$ cat src/rtl/pwm_pkg.sv
`default_nettype none
// ============================================================================
// Module   : pwm_pkg
// Brief    : Shared types and widths for the PWM measurement block.
// Revision : 1.0 - initial release
// ============================================================================
package pwm_pkg;

    localparam int DUTY_W = 11;

    typedef enum logic [1:0] {
        SYNC = 2'd0,
        HIGH = 2'd1,
        LOW  = 2'd2
    } pwm_meas_state_t;

    typedef logic [DUTY_W-1:0] duty_t;

endpackage : pwm_pkg
`default_nettype wire

$ cat src/rtl/pwm_sync_edge.sv
`default_nettype none
// ============================================================================
// Module   : pwm_sync_edge
// Brief    : Synchronises the PWM input and produces level, rise and fall.
//            Optional glitch filter enabled by PWM_GLITCH_FILT_EN.
// Revision : 1.0 - initial release
// ============================================================================
module pwm_sync_edge #(
    parameter int SYNC_STG = 2,
    parameter int FILT_LEN = 4
) (
    input  logic clk,
    input  logic rst,
    input  logic i_pwm,
    output logic o_level,
    output logic o_rise,
    output logic o_fall
);

    logic [SYNC_STG-1:0] r_sync;
    logic                w_pwm_s;
    logic                w_level;
    logic                r_pwm_q;

    if (SYNC_STG < 2 || FILT_LEN < 1) begin : g_param_check
        $error("pwm_sync_edge: SYNC_STG must be >= 2 and FILT_LEN >= 1");
    end

    always_ff @(posedge clk) begin
        if (rst) begin
            r_sync <= '0;
        end else begin
            r_sync <= {r_sync[SYNC_STG-2:0], i_pwm};
        end
    end

    assign w_pwm_s = r_sync[SYNC_STG-1];

`ifdef PWM_GLITCH_FILT_EN
    localparam int c_fcnt_w = $clog2(FILT_LEN + 1);

    logic [c_fcnt_w-1:0] r_fcnt;
    logic                r_filt;

    // Level flips only on the FILT_LEN-th consecutive differing sample.
    always_ff @(posedge clk) begin
        if (rst) begin
            r_fcnt <= '0;
            r_filt <= 1'b0;
        end else if (w_pwm_s == r_filt) begin
            r_fcnt <= '0;
        end else if (r_fcnt == c_fcnt_w'(FILT_LEN - 1)) begin
            r_fcnt <= '0;
            r_filt <= w_pwm_s;
        end else begin
            r_fcnt <= r_fcnt + 1'b1;
        end
    end

    assign w_level = r_filt;
`else
    assign w_level = w_pwm_s;
`endif

    always_ff @(posedge clk) begin
        if (rst) begin
            r_pwm_q <= 1'b0;
        end else begin
            r_pwm_q <= w_level;
        end
    end

    assign o_level = w_level;
    assign o_rise  = w_level & ~r_pwm_q;
    assign o_fall  = ~w_level & r_pwm_q;

endmodule : pwm_sync_edge
`default_nettype wire

$ cat src/rtl/pwm_meas.sv
`default_nettype none
// ============================================================================
// Module   : pwm_meas
// Brief    : Measures high time and period of an asynchronous PWM input and
//            flags a stuck line. Optional glitch filter: PWM_GLITCH_FILT_EN.
// Revision : 1.0 - initial release
// ============================================================================
module pwm_meas #(
    parameter int DUTY_W   = pwm_pkg::DUTY_W,
    parameter int SYNC_STG = 2,
    parameter int FILT_LEN = 4
) (
    input  logic              clk,
    input  logic              rst,
    input  logic              PWM_in,
    output logic [DUTY_W-1:0] duty,
    output logic [DUTY_W:0]   period,
    output logic              vld,
    output logic              stuck
);

    import pwm_pkg::*;

    localparam int                c_cnt_w    = DUTY_W + 1;
    localparam logic [DUTY_W:0]   c_cnt_max  = '1;
    localparam logic [DUTY_W-1:0] c_duty_max = '1;

    logic              w_level;
    logic              w_rise;
    logic              w_fall;
    pwm_meas_state_t   r_state;
    pwm_meas_state_t   w_state_nxt;
    logic [DUTY_W:0]   r_hi_cnt;
    logic [DUTY_W:0]   r_lo_cnt;
    logic [DUTY_W:0]   r_idle;
    logic [DUTY_W:0]   w_hi_nxt;
    logic [DUTY_W:0]   w_lo_nxt;
    logic [DUTY_W:0]   w_idle_nxt;
    logic              w_report;
    logic              w_timeout;
    logic [DUTY_W+1:0] w_sum;
    logic [DUTY_W-1:0] w_duty_meas;
    logic [DUTY_W:0]   w_period_meas;

    pwm_sync_edge #(
        .SYNC_STG (SYNC_STG),
        .FILT_LEN (FILT_LEN)
    ) u_sync_edge (
        .clk     (clk),
        .rst     (rst),
        .i_pwm   (PWM_in),
        .o_level (w_level),
        .o_rise  (w_rise),
        .o_fall  (w_fall)
    );

    always_ff @(posedge clk) begin
        if (rst) begin
            r_state <= SYNC;
        end else begin
            r_state <= w_state_nxt;
        end
    end

    always_comb begin
        w_state_nxt = r_state;
        w_hi_nxt    = r_hi_cnt;
        w_lo_nxt    = r_lo_cnt;
        w_report    = 1'b0;
        case (r_state)
            SYNC: begin
                if (w_rise) begin
                    w_state_nxt = HIGH;
                    w_hi_nxt    = c_cnt_w'(1);
                    w_lo_nxt    = '0;
                end
            end
            HIGH: begin
                if (w_fall) begin
                    w_state_nxt = LOW;
                    w_lo_nxt    = c_cnt_w'(1);
                end else if (r_hi_cnt != c_cnt_max) begin
                    w_hi_nxt = r_hi_cnt + 1'b1;
                end
            end
            LOW: begin
                if (w_rise) begin
                    w_report    = 1'b1;
                    w_state_nxt = HIGH;
                    w_hi_nxt    = c_cnt_w'(1);
                    w_lo_nxt    = '0;
                end else if (r_lo_cnt != c_cnt_max) begin
                    w_lo_nxt = r_lo_cnt + 1'b1;
                end
            end
            default: begin
                w_state_nxt = SYNC;
            end
        endcase

        // Any edge clears the idle counter, so a rise always beats the timeout.
        w_timeout = 1'b0;
        if (w_rise || w_fall) begin
            w_idle_nxt = '0;
        end else if (r_idle != c_cnt_max) begin
            w_idle_nxt = r_idle + 1'b1;
            w_timeout  = (w_idle_nxt == c_cnt_max);
        end else begin
            w_idle_nxt = r_idle;
        end

        if (w_timeout) begin
            w_state_nxt = SYNC;
            w_hi_nxt    = '0;
            w_lo_nxt    = '0;
        end
    end

    assign w_sum         = {1'b0, r_hi_cnt} + {1'b0, r_lo_cnt};
    assign w_period_meas = w_sum[c_cnt_w] ? c_cnt_max : w_sum[c_cnt_w-1:0];
    assign w_duty_meas   = r_hi_cnt[c_cnt_w-1] ? c_duty_max : r_hi_cnt[DUTY_W-1:0];

    always_ff @(posedge clk) begin
        if (rst) begin
            r_hi_cnt <= '0;
            r_lo_cnt <= '0;
            r_idle   <= '0;
            duty     <= '0;
            period   <= '0;
            vld      <= 1'b0;
            stuck    <= 1'b0;
        end else begin
            r_hi_cnt <= w_hi_nxt;
            r_lo_cnt <= w_lo_nxt;
            r_idle   <= w_idle_nxt;
            vld      <= w_report | w_timeout;
            if (w_report) begin
                duty   <= w_duty_meas;
                period <= w_period_meas;
                stuck  <= 1'b0;
            end else if (w_timeout) begin
                duty   <= w_level ? c_duty_max : '0;
                period <= c_cnt_max;
                stuck  <= 1'b1;
            end
        end
    end

endmodule : pwm_meas
`default_nettype wire

$ cat config.mk
export PLATFORM = sky130hd
export DESIGN_NAME = pwm_meas
export DESIGN_NICKNAME = d
export VERILOG_FILES = /design/src/rtl/pwm_pkg.sv /design/src/rtl/pwm_sync_edge.sv /design/src/rtl/pwm_meas.sv
export SDC_FILE = /design/constraint.sdc
export NUM_CORES = 1
export LEC_CHECK = 0
export ABC_AREA = 1
export CORE_MARGIN = 5
export CORE_UTILIZATION = 60
export DETAILED_ROUTE_END_ITERATION = 7
export PLACE_DENSITY = 0.81
export SYNTH_ARGS = -nofsm -noshare
export SYNTH_HDL_FRONTEND = slang
export SYNTH_SLANG_ARGS = --single-unit
$ cat constraint.sdc
create_clock -name clk -period 2.6 [get_ports clk]
set_input_delay 0.39 -clock clk [delete_from_list [all_inputs] [get_ports clk]]
set_output_delay 0.39 -clock clk [all_outputs]
set_load 0.01 [all_outputs]
==> reports/results.txt <==
The number of nets in the synthesized netlist is 683. In this run the tightest slew margin relative to its limit is 72.41%. Pin placement for this block handled 28 I/O pins. The leakage power of the design is 2.225 nW, and the aggregate global routing overflow is 0. After detailed routing, the number of remaining DRC violations is 0.

Counting the buffers created by CTS gives 9. The netlist uses 34 different library cells. Walking the worst path, the cells encountered are ha_1 > fa_1 > nand3_1 > nand2_1 > nand3_1 > nand2_1 > a21oi_2 > nand3_1 > nand2_1 > inv_1 > nand2_1 > inv_1. H-tree depth reported by CTS: 3. The most instantiated flip-flop cell in the synthesis netlist was sky130_fd_sc_hd__dfxtp_1. The worst path required time came out at 2.86 ns.

The tools report the overall track demand over capacity in global routing as 24.57%. The via count of the first global-routing pass was 3950. The number of antenna cells inserted is 0, and the share of flip-flops with an asynchronous set or reset is 0%. For the critical path data arrival time, the log shows 2.52 ns. Wires add up to 10110 um. The layout cell share with drive strength beyond 1 is 7.971%. The logs give 4826 um^2 for the cell area after layout and 0 ns for the total negative setup slack. The setup path with the least slack is of type reg -> reg. Counting every sink on the clock net gives 66. In this run the horizontal extent of the chip is 94.25 um.

The run gives 0 as the warning count from the yosys run. The worst setup path is captured at a flop. Count of buffers added by post-CTS timing repair for setup: 0. The logs give 260 for the DRC marker count from the first detailed-route iteration and 0.01495 ns for the final clock skew. Once detail routing completed, the nets flagged for antenna violations numbered 0.

The region available for standard cell placement spans 6869 um^2. Length of routed wiring on met1: 4357 um. Summing all multi-input logic gate instances after layout gives 2454 um^2. For this design, the slowest cell found on the critical path is sky130_fd_sc_hd__fa_1. Post-DP HPWL: 7346 um. Count of endpoints failing hold in the final timing report: 0.

The tree is rooted in a sky130_fd_sc_hd__clkbuf_8. The classification of the worst-slack hold path was reg -> reg. TritonCTS built the clock tree. Across the whole layout, storage elements account for 1321 um^2. Setup violations remaining at the end of the flow were counted as 0. In the finished design, the share of the clock period the worst path needs comes to 86.99%.

The delay of the slowest critical-path stage works out to 0.40 ns. Summing all placed instances gives a cell area of 4608 um^2. In the layout the commonest cells are sky130_fd_sc_hd__nand2_1 (143), sky130_fd_sc_hd__nor2_1 (96), sky130_fd_sc_hd__inv_1 (90). Entering global routing, the biggest net connects 38 pins.

The maximum fanout count along the critical path came out at 10. The register bit count reported by yosys came out at 66. Once the clock tree was built, the resizer swapped 0 gates to a different size. The startpoint class of the critical path is a flop. Fill cells in the final layout number 615. The quantity of hold-fixing buffers added after cts is 0. The floorplan has 30 rows. The wire length of the first global-routing pass was 17460 um; the layout net count was 711. From synthesis to final layout, the design area changed by 13.31%. Averaged over all synthesized cells, the footprint is 6.483 um^2.

The met3 wirelength from detailed routing was 715 um; the per-cell via count in the routed design was 5.412. The library cell used most frequently in the layout, excluding fill and tap cells, is sky130_fd_sc_hd__nand2_1. The die covers 8883 um^2. After clock tree synthesis, the clock-pin slew on the worst setup and hold paths is 0.09 ns.

The share of the Yosys chip area taken by registers is 31.02%. At the later pin of the worst-skew pair, clock insertion delay measures 0.37 ns. The detailed router used layers up to and including met4. Synthesis produced a netlist whose cell count is 657.

For the routability congestion estimate, the log shows 0.9613. The number of input and output port buffers inserted was 27. No sink is reached through more buffers than the 2 on the longest clock path.

The run gives 62.00% as the initial cell density of the core. Setup repair after global routing left no endpoint under its margin. In this run the cell area of the synthesized design comes to 4259 um^2. The tools report the number of pins with negative max-slew slack in the final report as 0. The final routed wire length divided by cell count came out at 12.86 um. After detailed routing, the met2 layer carries 4774 um of wire. The total power per unit cell area is 519.5 nW/um^2. Across the VDD grid, the largest voltage drop is 638.2 uV. The first-pass iteration count of the detailed router is 5.

The count of vias placed by the detailed router is 4254. The cell that appears most often on the critical path is sky130_fd_sc_hd__nand2_1. For the pin with the worst max-slew slack, the measured transition is 0.4138 ns.

Based on the critical path, the design can be clocked at up to 0.4421 GHz. Height of the die: 94.25 um. The run finished with clean final reports. Initial antenna violation count: 0. Max-cap violations in this run came to 0.

The final critical delay including setup and external delays was 2.262 ns; the count of flip-flops with a built-in enable after synthesis was 0.
flip-flops by register name, indices dropped and copies added (netlist names), 2 cells and up:
register,cells
u_sync_edge.r_sync,2
period,12
r_hi_cnt,12
r_lo_cnt,12
duty,11
r_idle,12
r_state,2
metrics by stage:
| step | hold WS (ns) | power [W] | util, % | cells | setup slack (ns) |
|---|---|---|---|---|---|
| 3_5_place_dp | 0.3988 | 0.001553 | 67.09 | 770 | 0.4064 |
| 3_3_place_gp | 0.3938 | 0.001541 | 67.09 | 770 | 0.4517 |
| 2_1_floorplan | 0.3883 | 0.001436 | - | 657 | 0.5932 |
| 6_report | 0.4066 | 0.002507 | 70.26 | 786 | 0.3383 |
| 4_1_cts | 0.4086 | 0.002502 | 70.26 | 786 | 0.3529 |
| 5_1_grt | 0.4309 | 0.002636 | 70.26 | 786 | 0.07557 |
per-layer routing:
layer  up-vias  GRT usage, %
met5         -             0
met2       149         41.37
li1       2164             -
met1      1917         29.81
met4         0         9.266
met3        24         6.490
critical path, delay by kind of cell (launching register included):
family                     cells  cell delay (ns)
adders and majority gates      2             0.66
and+or+nand+nor                7             0.64
DFF                            1             0.39
AOI/OAI and AO/OA              1             0.38
buffers and inverters          2             0.07
power by group:
part,leakage [nW],internal (W),switching (W)
clock,0.105,0.000537,0.000426
sequential,0.533,0.00104,0.0000505
combinational,1.59,0.000140,0.000308
synthesized netlist by cell type, types with 2 or more instances:
master                     number  area share [%]
sky130_fd_sc_hd__a21oi_1       53             6.2
sky130_fd_sc_hd__a31o_2         2            0.41
sky130_fd_sc_hd__a31oi_1        2            0.29
sky130_fd_sc_hd__buf_2          6            0.71
sky130_fd_sc_hd__buf_4          2            0.35
sky130_fd_sc_hd__buf_6          5             1.3
sky130_fd_sc_hd__clkbuf_1       9            0.79
sky130_fd_sc_hd__dfxtp_1       66              31
sky130_fd_sc_hd__ha_1          22             6.5
sky130_fd_sc_hd__inv_1         90             7.9
sky130_fd_sc_hd__inv_2          2            0.18
sky130_fd_sc_hd__nand2_1      143              13
sky130_fd_sc_hd__nand2_2        5            0.73
sky130_fd_sc_hd__nand3_1       50             5.9
sky130_fd_sc_hd__nand3_2        9             2.1
sky130_fd_sc_hd__nand3b_1       9             1.6
sky130_fd_sc_hd__nand4_1       16             2.4
sky130_fd_sc_hd__nor2_1        96             8.5
sky130_fd_sc_hd__nor2_2         4            0.59
sky130_fd_sc_hd__nor3_1         9             1.1
sky130_fd_sc_hd__nor4_1         2            0.29
sky130_fd_sc_hd__o21ai_0       29             3.4
sky130_fd_sc_hd__o21bai_1       4            0.71
sky130_fd_sc_hd__xnor2_1        5             1.0
sky130_fd_sc_hd__xor2_1         8             1.6
logic make-up (layout without fill, tap and decap cells):
kind of cell | after synthesis | in the layout | synth area share, %
AND/OR/NAND/NOR | 346 | 346 | 36.31
buffers and inverters | 115 | 148 | 11.37
flip-flops | 66 | 66 | 31.02
AO/OA/AOI/OAI | 94 | 94 | 11.69
XOR/XNOR | 13 | 13 | 2.673
adder cells (fa/ha/maj) | 23 | 23 | 6.933
worst paths after layout:
path	start	endpoint	slack, ns	cells after the start
worst max-delay path	r_hi_cnt[0]$_SDFFE_PP0P_	period[3]$_SDFFE_PP0P_	0.34	12
worst min-delay path	u_sync_edge.r_sync[0]$_SDFF_PP0_	u_sync_edge.r_sync[1]$_SDFF_PP0_	0.41	2
worst max register to register	r_hi_cnt[0]$_SDFFE_PP0P_	period[3]$_SDFFE_PP0P_	0.34	12
worst min register to register	u_sync_edge.r_sync[0]$_SDFF_PP0_	u_sync_edge.r_sync[1]$_SDFF_PP0_	0.41	2
layout make-up:
type / instances / area share [%]
clock buffers: 9 / 2.567
clock inverters: 7 / 1.945
inverters: 92 / 7.156
multi-input cells: 476 / 50.84
flip-flops and latches: 66 / 27.38
well taps: 96 / 2.489
repair buffers: 40 / 7.623
Note: power is estimated with default switching activity, not from simulation.
